`config.mk`:
```
export PLATFORM = sky130hd
export DESIGN_NAME = au_dispatch
export DESIGN_NICKNAME = d
export VERILOG_FILES = /design/src/rtl/au_dispatch.sv
export SDC_FILE = /design/constraint.sdc
export NUM_CORES = 1
export LEC_CHECK = 0
export BUFFER_PORTS_ARGS = -buffer_cell sky130_fd_sc_hd__buf_2
export CAP_MARGIN = 5
export CORE_MARGIN = 1
export CORE_UTILIZATION = 60
export CTS_CLUSTER_SIZE = 12
export DETAILED_ROUTE_END_ITERATION = 10
export GPL_TIMING_DRIVEN = 0
export PLACE_DENSITY = 0.85
export SYNTH_ARGS = -nofsm -noshare
export SYNTH_HDL_FRONTEND = slang
export SYNTH_SLANG_ARGS = --single-unit
```
`constraint.sdc`:
```
create_clock -name clk -period 3.6 [get_ports clk]
set_input_delay 1.08 -clock clk [delete_from_list [all_inputs] [get_ports clk]]
set_output_delay 1.08 -clock clk [all_outputs]
set_load 0.1 [all_outputs]
```
`src/rtl/au_dispatch.sv`:
```
// ---------------------------------------------------------------------------
// au_dispatch
//   Command front-end for the 8-bit arithmetic unit (add/sub/Booth mul/SRT div).
//   Commands are queued in a small FIFO and issued to the AU one at a time.
//   The start level is held with stable operands until au_done. The
//   result and flags are then returned on a valid/ready response port.
//   A divide by zero is answered without touching the AU. An operation
//   that never completes is aborted after TIMEOUT_CYCLES, and the AU is
//   flushed with a one-cycle pulse.
//
// Ports
//   clk, rst                 clock, asynchronous active-high reset
//   cmd_valid/cmd_ready      command handshake (cmd_ready = FIFO not full)
//   cmd_op, cmd_a, cmd_b     opcode (00 add, 01 sub, 10 mul, 11 div), operands
//   au_a, au_b               operands to the AU (registered)
//   au_start{add,sub,mul,div} registered start levels, at most one high
//   au_flush                 one-cycle AU reset pulse after a timeout
//   au_result, au_done       AU result and completion
//   au_{overflow,negative,zero,carry}  AU add/sub flags
//   rsp_valid/rsp_ready      response handshake
//   rsp_op, rsp_result       opcode and result of the completed command
//   rsp_flags                {overflow, negative, zero, carry}
//   rsp_err                  00 ok, 01 divide-by-zero, 10 timeout
//   fifo_count               current FIFO occupancy
// ---------------------------------------------------------------------------
module au_dispatch #(
  parameter int DEPTH          = 4,
  parameter int TIMEOUT_CYCLES = 64
) (
  input  logic                     clk,
  input  logic                     rst,
  input  logic                     cmd_valid,
  output logic                     cmd_ready,
  input  logic [1:0]               cmd_op,
  input  logic [7:0]               cmd_a,
  input  logic [7:0]               cmd_b,
  output logic [7:0]               au_a,
  output logic [7:0]               au_b,
  output logic                     au_startadd,
  output logic                     au_startsub,
  output logic                     au_startmul,
  output logic                     au_startdiv,
  output logic                     au_flush,
  input  logic [15:0]              au_result,
  input  logic                     au_done,
  input  logic                     au_overflow,
  input  logic                     au_negative,
  input  logic                     au_zero,
  input  logic                     au_carry,
  output logic                     rsp_valid,
  input  logic                     rsp_ready,
  output logic [1:0]               rsp_op,
  output logic [15:0]              rsp_result,
  output logic [3:0]               rsp_flags,
  output logic [1:0]               rsp_err,
  output logic [$clog2(DEPTH):0]   fifo_count
);

  localparam int PTR_W = $clog2(DEPTH);
  localparam int CNT_W = PTR_W + 1;
  localparam int TO_W  = $clog2(TIMEOUT_CYCLES + 1);

  localparam logic [1:0] OP_DIV      = 2'b11;
  localparam logic [1:0] ERR_OK      = 2'b00;
  localparam logic [1:0] ERR_DIV0    = 2'b01;
  localparam logic [1:0] ERR_TIMEOUT = 2'b10;

  typedef enum logic [1:0] {
    IDLE  = 2'd0,
    ISSUE = 2'd1,
    RESP  = 2'd2
  } state_t;

  state_t state, state_nxt;

  // One-hot start vector {div, mul, sub, add}, indexed by opcode.
  function automatic logic [3:0] op_to_start(input logic [1:0] op);
    op_to_start = 4'b0001 << op;
  endfunction

  // Add/sub report the AU's own flags; mul/div derive sign and zero
  // from the 16-bit result and never report overflow or carry.
  function automatic logic [3:0] pack_flags(
    input logic [1:0]         op,
    input logic signed [15:0] result,
    input logic               ovf,
    input logic               neg,
    input logic               zro,
    input logic               cry
  );
    if (!op[1]) pack_flags = {ovf, neg, zro, cry};
    else        pack_flags = {1'b0, (result < 0), (result == 16'sd0), 1'b0};
  endfunction

  // Command FIFO
  logic [1:0]       fifo_op [DEPTH];
  logic [7:0]       fifo_a  [DEPTH];
  logic [7:0]       fifo_b  [DEPTH];
  logic [PTR_W-1:0] wr_ptr, rd_ptr;
  logic [CNT_W-1:0] count;

  logic             push, pop;
  logic [1:0]       head_op;
  logic [7:0]       head_a, head_b;
  logic             head_div0;

  logic [3:0]       start_q;
  logic [TO_W-1:0]  to_cnt;
  logic             to_hit;

  assign cmd_ready  = (count != CNT_W'(DEPTH));
  assign fifo_count = count;
  assign push       = cmd_valid && cmd_ready;
  assign pop        = (state == IDLE) && (count != '0);

  assign head_op    = fifo_op[rd_ptr];
  assign head_a     = fifo_a[rd_ptr];
  assign head_b     = fifo_b[rd_ptr];
  assign head_div0  = (head_op == OP_DIV) && (head_b == 8'h00);

  assign to_hit     = (to_cnt == TO_W'(TIMEOUT_CYCLES - 1));

  assign {au_startdiv, au_startmul, au_startsub, au_startadd} = start_q;
  assign rsp_valid  = (state == RESP);

  // FIFO storage carries no reset; the pointers alone define its contents.
  always_ff @(posedge clk) begin
    if (push) begin
      fifo_op[wr_ptr] <= cmd_op;
      fifo_a[wr_ptr]  <= cmd_a;
      fifo_b[wr_ptr]  <= cmd_b;
    end
  end

  always_ff @(posedge clk or posedge rst) begin
    if (rst) begin
      wr_ptr <= '0;
      rd_ptr <= '0;
      count  <= '0;
    end else begin
      if (push) wr_ptr <= wr_ptr + PTR_W'(1);
      if (pop)  rd_ptr <= rd_ptr + PTR_W'(1);
      if (push && !pop)      count <= count + CNT_W'(1);
      else if (pop && !push) count <= count - CNT_W'(1);
    end
  end

  // Sequencer state register
  always_ff @(posedge clk or posedge rst) begin
    if (rst) state <= IDLE;
    else     state <= state_nxt;
  end

  always_comb begin
    state_nxt = state;
    unique case (state)
      IDLE:    if (pop) state_nxt = head_div0 ? RESP : ISSUE;
      ISSUE:   if (au_done || to_hit) state_nxt = RESP;
      RESP:    if (rsp_ready) state_nxt = IDLE;
      default: state_nxt = IDLE;
    endcase
  end

  // Issue / capture stage: AU drive and response registers
  always_ff @(posedge clk or posedge rst) begin
    if (rst) begin
      au_a       <= '0;
      au_b       <= '0;
      start_q    <= '0;
      au_flush   <= 1'b0;
      to_cnt     <= '0;
      rsp_op     <= '0;
      rsp_result <= '0;
      rsp_flags  <= '0;
      rsp_err    <= ERR_OK;
    end else begin
      au_flush <= 1'b0;
      if (pop) begin
        au_a   <= head_a;
        au_b   <= head_b;
        rsp_op <= head_op;
        to_cnt <= '0;
        if (head_div0) begin
          rsp_result <= 16'hFFFF;
          rsp_flags  <= '0;
          rsp_err    <= ERR_DIV0;
        end else begin
          start_q <= op_to_start(head_op);
        end
      end else if (state == ISSUE) begin
        if (au_done) begin
          start_q    <= '0;
          rsp_result <= au_result;
          rsp_flags  <= pack_flags(rsp_op, au_result, au_overflow,
                                   au_negative, au_zero, au_carry);
          rsp_err    <= ERR_OK;
        end else if (to_hit) begin
          start_q    <= '0;
          au_flush   <= 1'b1;
          rsp_result <= '0;
          rsp_flags  <= '0;
          rsp_err    <= ERR_TIMEOUT;
        end else begin
          to_cnt <= to_cnt + TO_W'(1);
        end
      end
    end
  end

endmodule

```
==> results of run 1 <==
## worst max-delay path: cells and delay by family (launching register included)
kind | cells | cell delay, ns
buffers and inverters | 3 | 0.73
DFF | 1 | 0.45
xor gates and xnor gates | 2 | 0.30
adders and majority gates | 2 | 0.68
and+or+nand+nor | 3 | 0.64
## metal layers
metal / wire [um] / global-route usage / vias up
met3: 958 / 0.0719 / 29
li1: - / - / 1587
met1: 4580 / 0.337 / 1751
met2: 6140 / 0.463 / 192
met4: 301 / 0.139 / 0
met5: 0 / 0 / -
## logic make-up after synthesis
logic type      count (synthesis)  share of synthesized area
compound gates                 36                     0.0505
xor+xnor                       10                     0.0164
fa+ha+maj                       7                     0.0179
buf+inv                        26                     0.0216
flops                         133                      0.693
mux                            21                     0.0820
simple gates                  143                      0.119
## how the worst min path moves through the flow
stage,startpoint,endpoint,cells after the start
2_1_floorplan,to_cnt[6],to_cnt[6],1
3_3_place_gp,au_a[4],au_a[4],2
3_5_place_dp,au_b[7],au_b[7],2
4_1_cts,au_b[7],au_b[7],2
5_1_grt,au_b[7],au_b[7],2
6_report,au_b[7],au_b[7],2
## registers in the layout, indices dropped and copies added, names as in the netlist
signal	count
au_b	8
fifo_b	32
rsp_result	16
rsp_flags	4
au_flush	1
rsp_err	2
fifo_op	8
rd_ptr	2
state	2
fifo_a	32
start_q	4
rsp_op	2
to_cnt	7
au_a	8
wr_ptr	2
fifo_count	3
## layout make-up
cell class	count	area (sq um)
flip-flops and latches	133	3690
fillers	524	2120
multi-input cells	217	1520
repair buffers	92	475
clock buffers	17	414
clock inverters	15	161
well taps	108	135
plain buffers	17	81.3
inverters	9	33.8
## metrics by stage
step           area [sq um]  hold WS (ns)   util  cells
3_5_place_dp           5940         0.461  0.687    576
4_1_cts                6510         0.479  0.754    608
5_1_grt                6510         0.500  0.754    608
3_3_place_gp           5920         0.454  0.685    575
2_1_floorplan          5330         0.485      -    376
6_report               6510         0.482  0.754    608
## cells in the final DEF, fill, tap and decap left out, drive strengths merged, types with 4 or more instances in the layout
| master | synthesis | layout |
|---|---|---|
| o211ai | 16 | 16 |
| nor2 | 10 | 10 |
| buf | 5 | 97 |
| nor4 | 6 | 6 |
| o21ai | 7 | 7 |
| mux4 | 18 | 18 |
| nand2 | 102 | 102 |
| edfxtp | 72 | 72 |
| clkbuf | 12 | 29 |
| and3 | 5 | 5 |
| clkinv | 0 | 4 |
| nor3 | 6 | 6 |
| ha | 6 | 6 |
| xnor2 | 4 | 4 |
| dfrtp | 61 | 61 |
| xor2 | 6 | 6 |
| inv | 9 | 18 |
## cell usage after synthesis, types with 2 or more instances
| cell type | count | area share |
|---|---|---|
| sky130_fd_sc_hd__a31o_1 | 2 | 0.0033 |
| sky130_fd_sc_hd__a32o_1 | 2 | 0.0038 |
| sky130_fd_sc_hd__and2_1 | 3 | 0.0035 |
| sky130_fd_sc_hd__and3_1 | 5 | 0.0059 |
| sky130_fd_sc_hd__buf_2 | 2 | 0.0019 |
| sky130_fd_sc_hd__buf_6 | 2 | 0.0042 |
| sky130_fd_sc_hd__clkbuf_1 | 12 | 0.0085 |
| sky130_fd_sc_hd__dfrtp_1 | 61 | 0.29 |
| sky130_fd_sc_hd__edfxtp_1 | 72 | 0.41 |
| sky130_fd_sc_hd__ha_1 | 6 | 0.014 |
| sky130_fd_sc_hd__inv_1 | 8 | 0.0056 |
| sky130_fd_sc_hd__mux2i_1 | 2 | 0.0038 |
| sky130_fd_sc_hd__mux4_2 | 18 | 0.076 |
| sky130_fd_sc_hd__nand2_1 | 101 | 0.071 |
| sky130_fd_sc_hd__nand3_1 | 3 | 0.0028 |
| sky130_fd_sc_hd__nand4_1 | 2 | 0.0023 |
| sky130_fd_sc_hd__nor2_1 | 10 | 0.0070 |
| sky130_fd_sc_hd__nor2b_1 | 3 | 0.0035 |
| sky130_fd_sc_hd__nor3_1 | 6 | 0.0056 |
| sky130_fd_sc_hd__nor4_1 | 4 | 0.0047 |
| sky130_fd_sc_hd__o211ai_1 | 16 | 0.023 |
| sky130_fd_sc_hd__o21ai_1 | 6 | 0.0056 |
| sky130_fd_sc_hd__o311a_1 | 2 | 0.0038 |
| sky130_fd_sc_hd__xnor2_1 | 4 | 0.0066 |
| sky130_fd_sc_hd__xor2_1 | 6 | 0.0099 |
==> flow_summary.ini, run 1 <==
[global_route]
pin_count_of_the_biggest_net_entering_global_routing = 38
global_route.overflow_total = 0
antenna_found_initial = 0
grt_pass1_vias = 3524
grt_pass1_wl_mm = 17.9
gr-usage-all-layers = 0.278

[synthesis]
synthesis.area_sq_um = 5330
yosysWarningCount = 0
yosys.cell_types.count = 43
synthesis.instances = 376
seq_area_frac_synth = 0.693
synth_enable_flop_cells = 72
syn-num-nets = 426
synth-async-reset-ratio = 0.459
ys_dominant_reg_cell = sky130_fd_sc_hd__edfxtp_1
synth-seq-cells = 133
syn-mean-instance-area_sq_um = 14.2

[clock_network]
clk_pin_slew_worst_paths_ns = 0.06
cts_tree = yes
cts_root_buffer = sky130_fd_sc_hd__clkbuf_8
ctsHoldBuffers = 0
cts_resized = 0
clock_insertion_delay_worst_skew_ns = 0.53
ctsHtreeMaxLevel = 4
clock_tree.buffer_depth = 2
clock_sinks = 133
post_cts_buffers = 0
tritoncts.num_buffers = 17

[route]
detail_route.wirelength_mm = 12.0
drc = 0
drt.antenna.violating_nets = 0
routedWlPerCell_um = 19.7
via_count = 3559
first_iter_violations = 208
detail_route.first_pass.iterations = 4
vias_per_cell = 5.85

[worst_setup_path]
timing.rr.end = fifo_count[2]
endpoint_kind = flop
ff2ff_path_depth = 10
critPathLaunchType = flop
worst_path_max_delay_cell = sky130_fd_sc_hd__clkbuf_1
critPathMaxFanout = 10
setup.worst_path.class = flop to flop
timing.critical_path.to = fifo_count[2]
crit_path_start = fifo_count[0]
max_stage_delay_ns = 0.52
worst_ep_required_time_ns = 4.05
worstPathCellList = nor3_1, nor3_1, inv_2, clkbuf_1, ha_1, inv_1, fa_1, xor2_1, nor2_1, xor2_1
worstReg2RegStart = fifo_count[0]
setup_slack_on_the_worst_flop_to_flop_path_ns = 0.71
worstPathArrival_ns = 3.35

[timing]
worst_clock_skew_ns = 0.00717
timing_worst_slew_pin_value_ns = 1.02
timing.final.setup_violations = 0
maxSlewViolCount = 0
setup_total_negative_slack_ns = 0
min_period_over_period = 0.803
grt_setup_unrepaired = no
final_hold_viol_count = 0
timing.final.ws_setup_ns = 0.708
min_period_ns = 2.89
max_freq_mhz = 346
relSlewSlack = 0.317

[die]
height_of_the_die_um = 96.2
initial_utilization = 0.617
io-pin-count = 93
core_region_area_sq_um = 8640
die_width_um = 96.2
die_area_sq_um = 9260
rows = 34

[flow_run]
number_of_violations_of_the_max_capacitance_limit = 0

[place]
placement.io_buffers = 91
dp.final_hpwl_mm = 7.59
gp_congestion = 0.822
detailedPlace.worstSlack_ns = 0.711

[worst_hold_path]
hold_path_class = flop to flop

[status]
status = complete, no violations

[layout]
synthToLayoutAreaGrowth_pct = 22.3
num_antenna_cells = 0
finish.net_count = 537
drive_gt1_frac = 0.306
Power of run 1 is left out: the tool's default activity adds up to more than one toggle a clock period on the data nets, which glitch-free logic cannot reach.
==> run 2: changes to the inputs <==
--- a/config.mk
+++ b/config.mk
@@ -8,11 +8,11 @@
 export BUFFER_PORTS_ARGS = -buffer_cell sky130_fd_sc_hd__buf_2
 export CAP_MARGIN = 5
 export CORE_MARGIN = 1
-export CORE_UTILIZATION = 60
+export CORE_UTILIZATION = 55
 export CTS_CLUSTER_SIZE = 12
 export DETAILED_ROUTE_END_ITERATION = 10
 export GPL_TIMING_DRIVEN = 0
-export PLACE_DENSITY = 0.85
+export PLACE_DENSITY = 0.79
 export SYNTH_ARGS = -nofsm -noshare
 export SYNTH_HDL_FRONTEND = slang
 export SYNTH_SLANG_ARGS = --single-unit
==> constraint.sdc (replaced) <==
create_clock -name clk -period 2.7 [get_ports clk]
set_input_delay 0.81 -clock clk [delete_from_list [all_inputs] [get_ports clk]]
set_output_delay 0.81 -clock clk [all_outputs]
set_load 0.1 [all_outputs]
==> flow_summary.ini, run 2 (synthesis gave the netlist of run 1 again) <==
[layout]
num_antenna_cells = 0
drive_gt1_frac = 0.318
nFillCells = 647
finish.net_count = 537
synthToLayoutAreaGrowth_pct = 23.3
most_frequent_standard_cell_in_the_layout_excluding_fill_and_tap_cells = sky130_fd_sc_hd__nand2_1
layout.cells.most_common_list = sky130_fd_sc_hd__nand2_1, sky130_fd_sc_hd__buf_2, sky130_fd_sc_hd__edfxtp_1, sky130_fd_sc_hd__dfrtp_1, sky130_fd_sc_hd__mux4_2
biggestRegsByFlops = fifo_a (32), fifo_b (32), rsp_result (16)
final_util = 0.704

[flow_run]
number_of_violations_of_the_max_capacitance_limit = 0

[clock_network]
clk_pin_slew_worst_paths_ns = 0.06
clock_tree.buffer_depth = 2
clock_sinks = 133
ctsHtreeMaxLevel = 4
tritoncts.num_buffers = 17
cts_tree = yes
ctsHoldBuffers = 0
clock_insertion_delay_worst_skew_ns = 0.51
post_cts_buffers = 0
cts_root_buffer = sky130_fd_sc_hd__clkbuf_8

[worst_setup_path]
worst_path_max_delay_cell = sky130_fd_sc_hd__mux4_2
worstPathArrival_ns = 2.91
cp_num_buf_inv = 2
setup.worst_path.class = flop to flop
max_stage_delay_ns = 0.57
worstPathCellList = buf_6, mux4_2, nor4_4, nand2_2, or3_4, buf_6, a31o_1
critPathMaxFanout = 10
critPathLaunchType = flop
endpoint_kind = flop
critPathTopFamily = simple AND/OR/NAND/NOR gates
worst_ep_required_time_ns = 3.09
cpMostUsedCell = sky130_fd_sc_hd__buf_6

[die]
initial_utilization = 0.571
height_of_the_die_um = 100
core_region_area_sq_um = 9330
die_area_sq_um = 10100
die_width_um = 100
io-pin-count = 93
rows = 35

[route]
via_count = 3433
vias_per_cell = 5.46
drc = 0
detail_route.first_pass.iterations = 4
routedWlPerCell_um = 17.9
detail_route.wirelength_mm = 11.2
first_iter_violations = 221
drt.antenna.violating_nets = 0

[timing]
max_freq_mhz = 396
maxSlewViolCount = 0
worst_clock_skew_ns = 0.0149
timing_worst_slew_pin_value_ns = 0.979
finalHoldWorstSlack_ns = 0.395
setup_total_negative_slack_ns = 0
min_period_over_period = 0.934
final_hold_viol_count = 0
min_period_ns = 2.52
timing.final.setup_violations = 0
grt_setup_unrepaired = no
relSlewSlack = 0.347

[place]
gp_congestion = 0.811
placement.io_buffers = 91
dp.final_hpwl_mm = 7.32

[global_route]
gr-usage-all-layers = 0.241
pin_count_of_the_biggest_net_entering_global_routing = 34
antenna_found_initial = 1
global_route.overflow_total = 0
grt_pass1_wl_mm = 17.6
grt_pass1_vias = 3445

[status]
status = complete, no violations

[worst_hold_path]
hold_path_class = input pin to async pin
run 2: cell types whose count changed in the layout (fill, tap and decap cells not counted), moves of 2 or more:
cell                         change
sky130_fd_sc_hd__inv_8           -3
sky130_fd_sc_hd__dfrtp_2         +3
sky130_fd_sc_hd__dfrtp_1         -3
sky130_fd_sc_hd__clkinvlp_4      +2
run 2: what timing repair did:
action | in CTS | in global routing
hold endpoints to repair | 0 | 0
endpoints found under the setup margin | 2 | 10
gates resized for setup | 1 | 2
run 2: per-layer routing:
| metal | vias up | wire, um | track usage |
|---|---|---|---|
| li1 | 1591 | - | - |
| met4 | 0 | 107 | 0.0881 |
| met2 | 113 | 5830 | 0.423 |
| met1 | 1720 | 4760 | 0.291 |
| met3 | 9 | 541 | 0.0571 |
| met5 | - | 0 | 0 |
run 2: stage by stage:
stage | area [sq um] | cells | worst slack (ns)
after floorplan | 5330 | 376 | 0.0930
after global placement | 5950 | 596 | -0.577
after detailed placement | 5970 | 597 | -0.0926
after CTS | 6550 | 629 | 0.117
after global routing | 6570 | 629 | 0.0212
final | 6570 | 629 | 0.177
run 2: area by class of cell:
cell class / instances / area, sq um / area share
repair buffers: 92 / 475 / 0.0724
inverters: 9 / 33.8 / 0.00514
multi-input cells: 217 / 1540 / 0.234
clock buffers: 17 / 414 / 0.0631
clock inverters: 15 / 169 / 0.0257
well taps: 129 / 161 / 0.0246
flip-flops and latches: 133 / 3690 / 0.562
plain buffers: 17 / 82.6 / 0.0126
run 2: final timing paths:
kind | startpoint | to | slack [ns] | cells past startpoint
hold reg to reg | au_b[7] | au_b[7] | 0.48 | 2
setup reg to reg | rd_ptr[0] | rsp_flags[2] | 0.18 | 7
min in group clk | au_b[7] | au_b[7] | 0.48 | 2
setup / recovery | rd_ptr[0] | rsp_flags[2] | 0.18 | 7
hold / removal | rst | au_a[4] | 0.39 | 2
max in group asynchronous | rst | fifo_count[0] | 1.68 | 3
Power of run 2 is left out for the same reason.
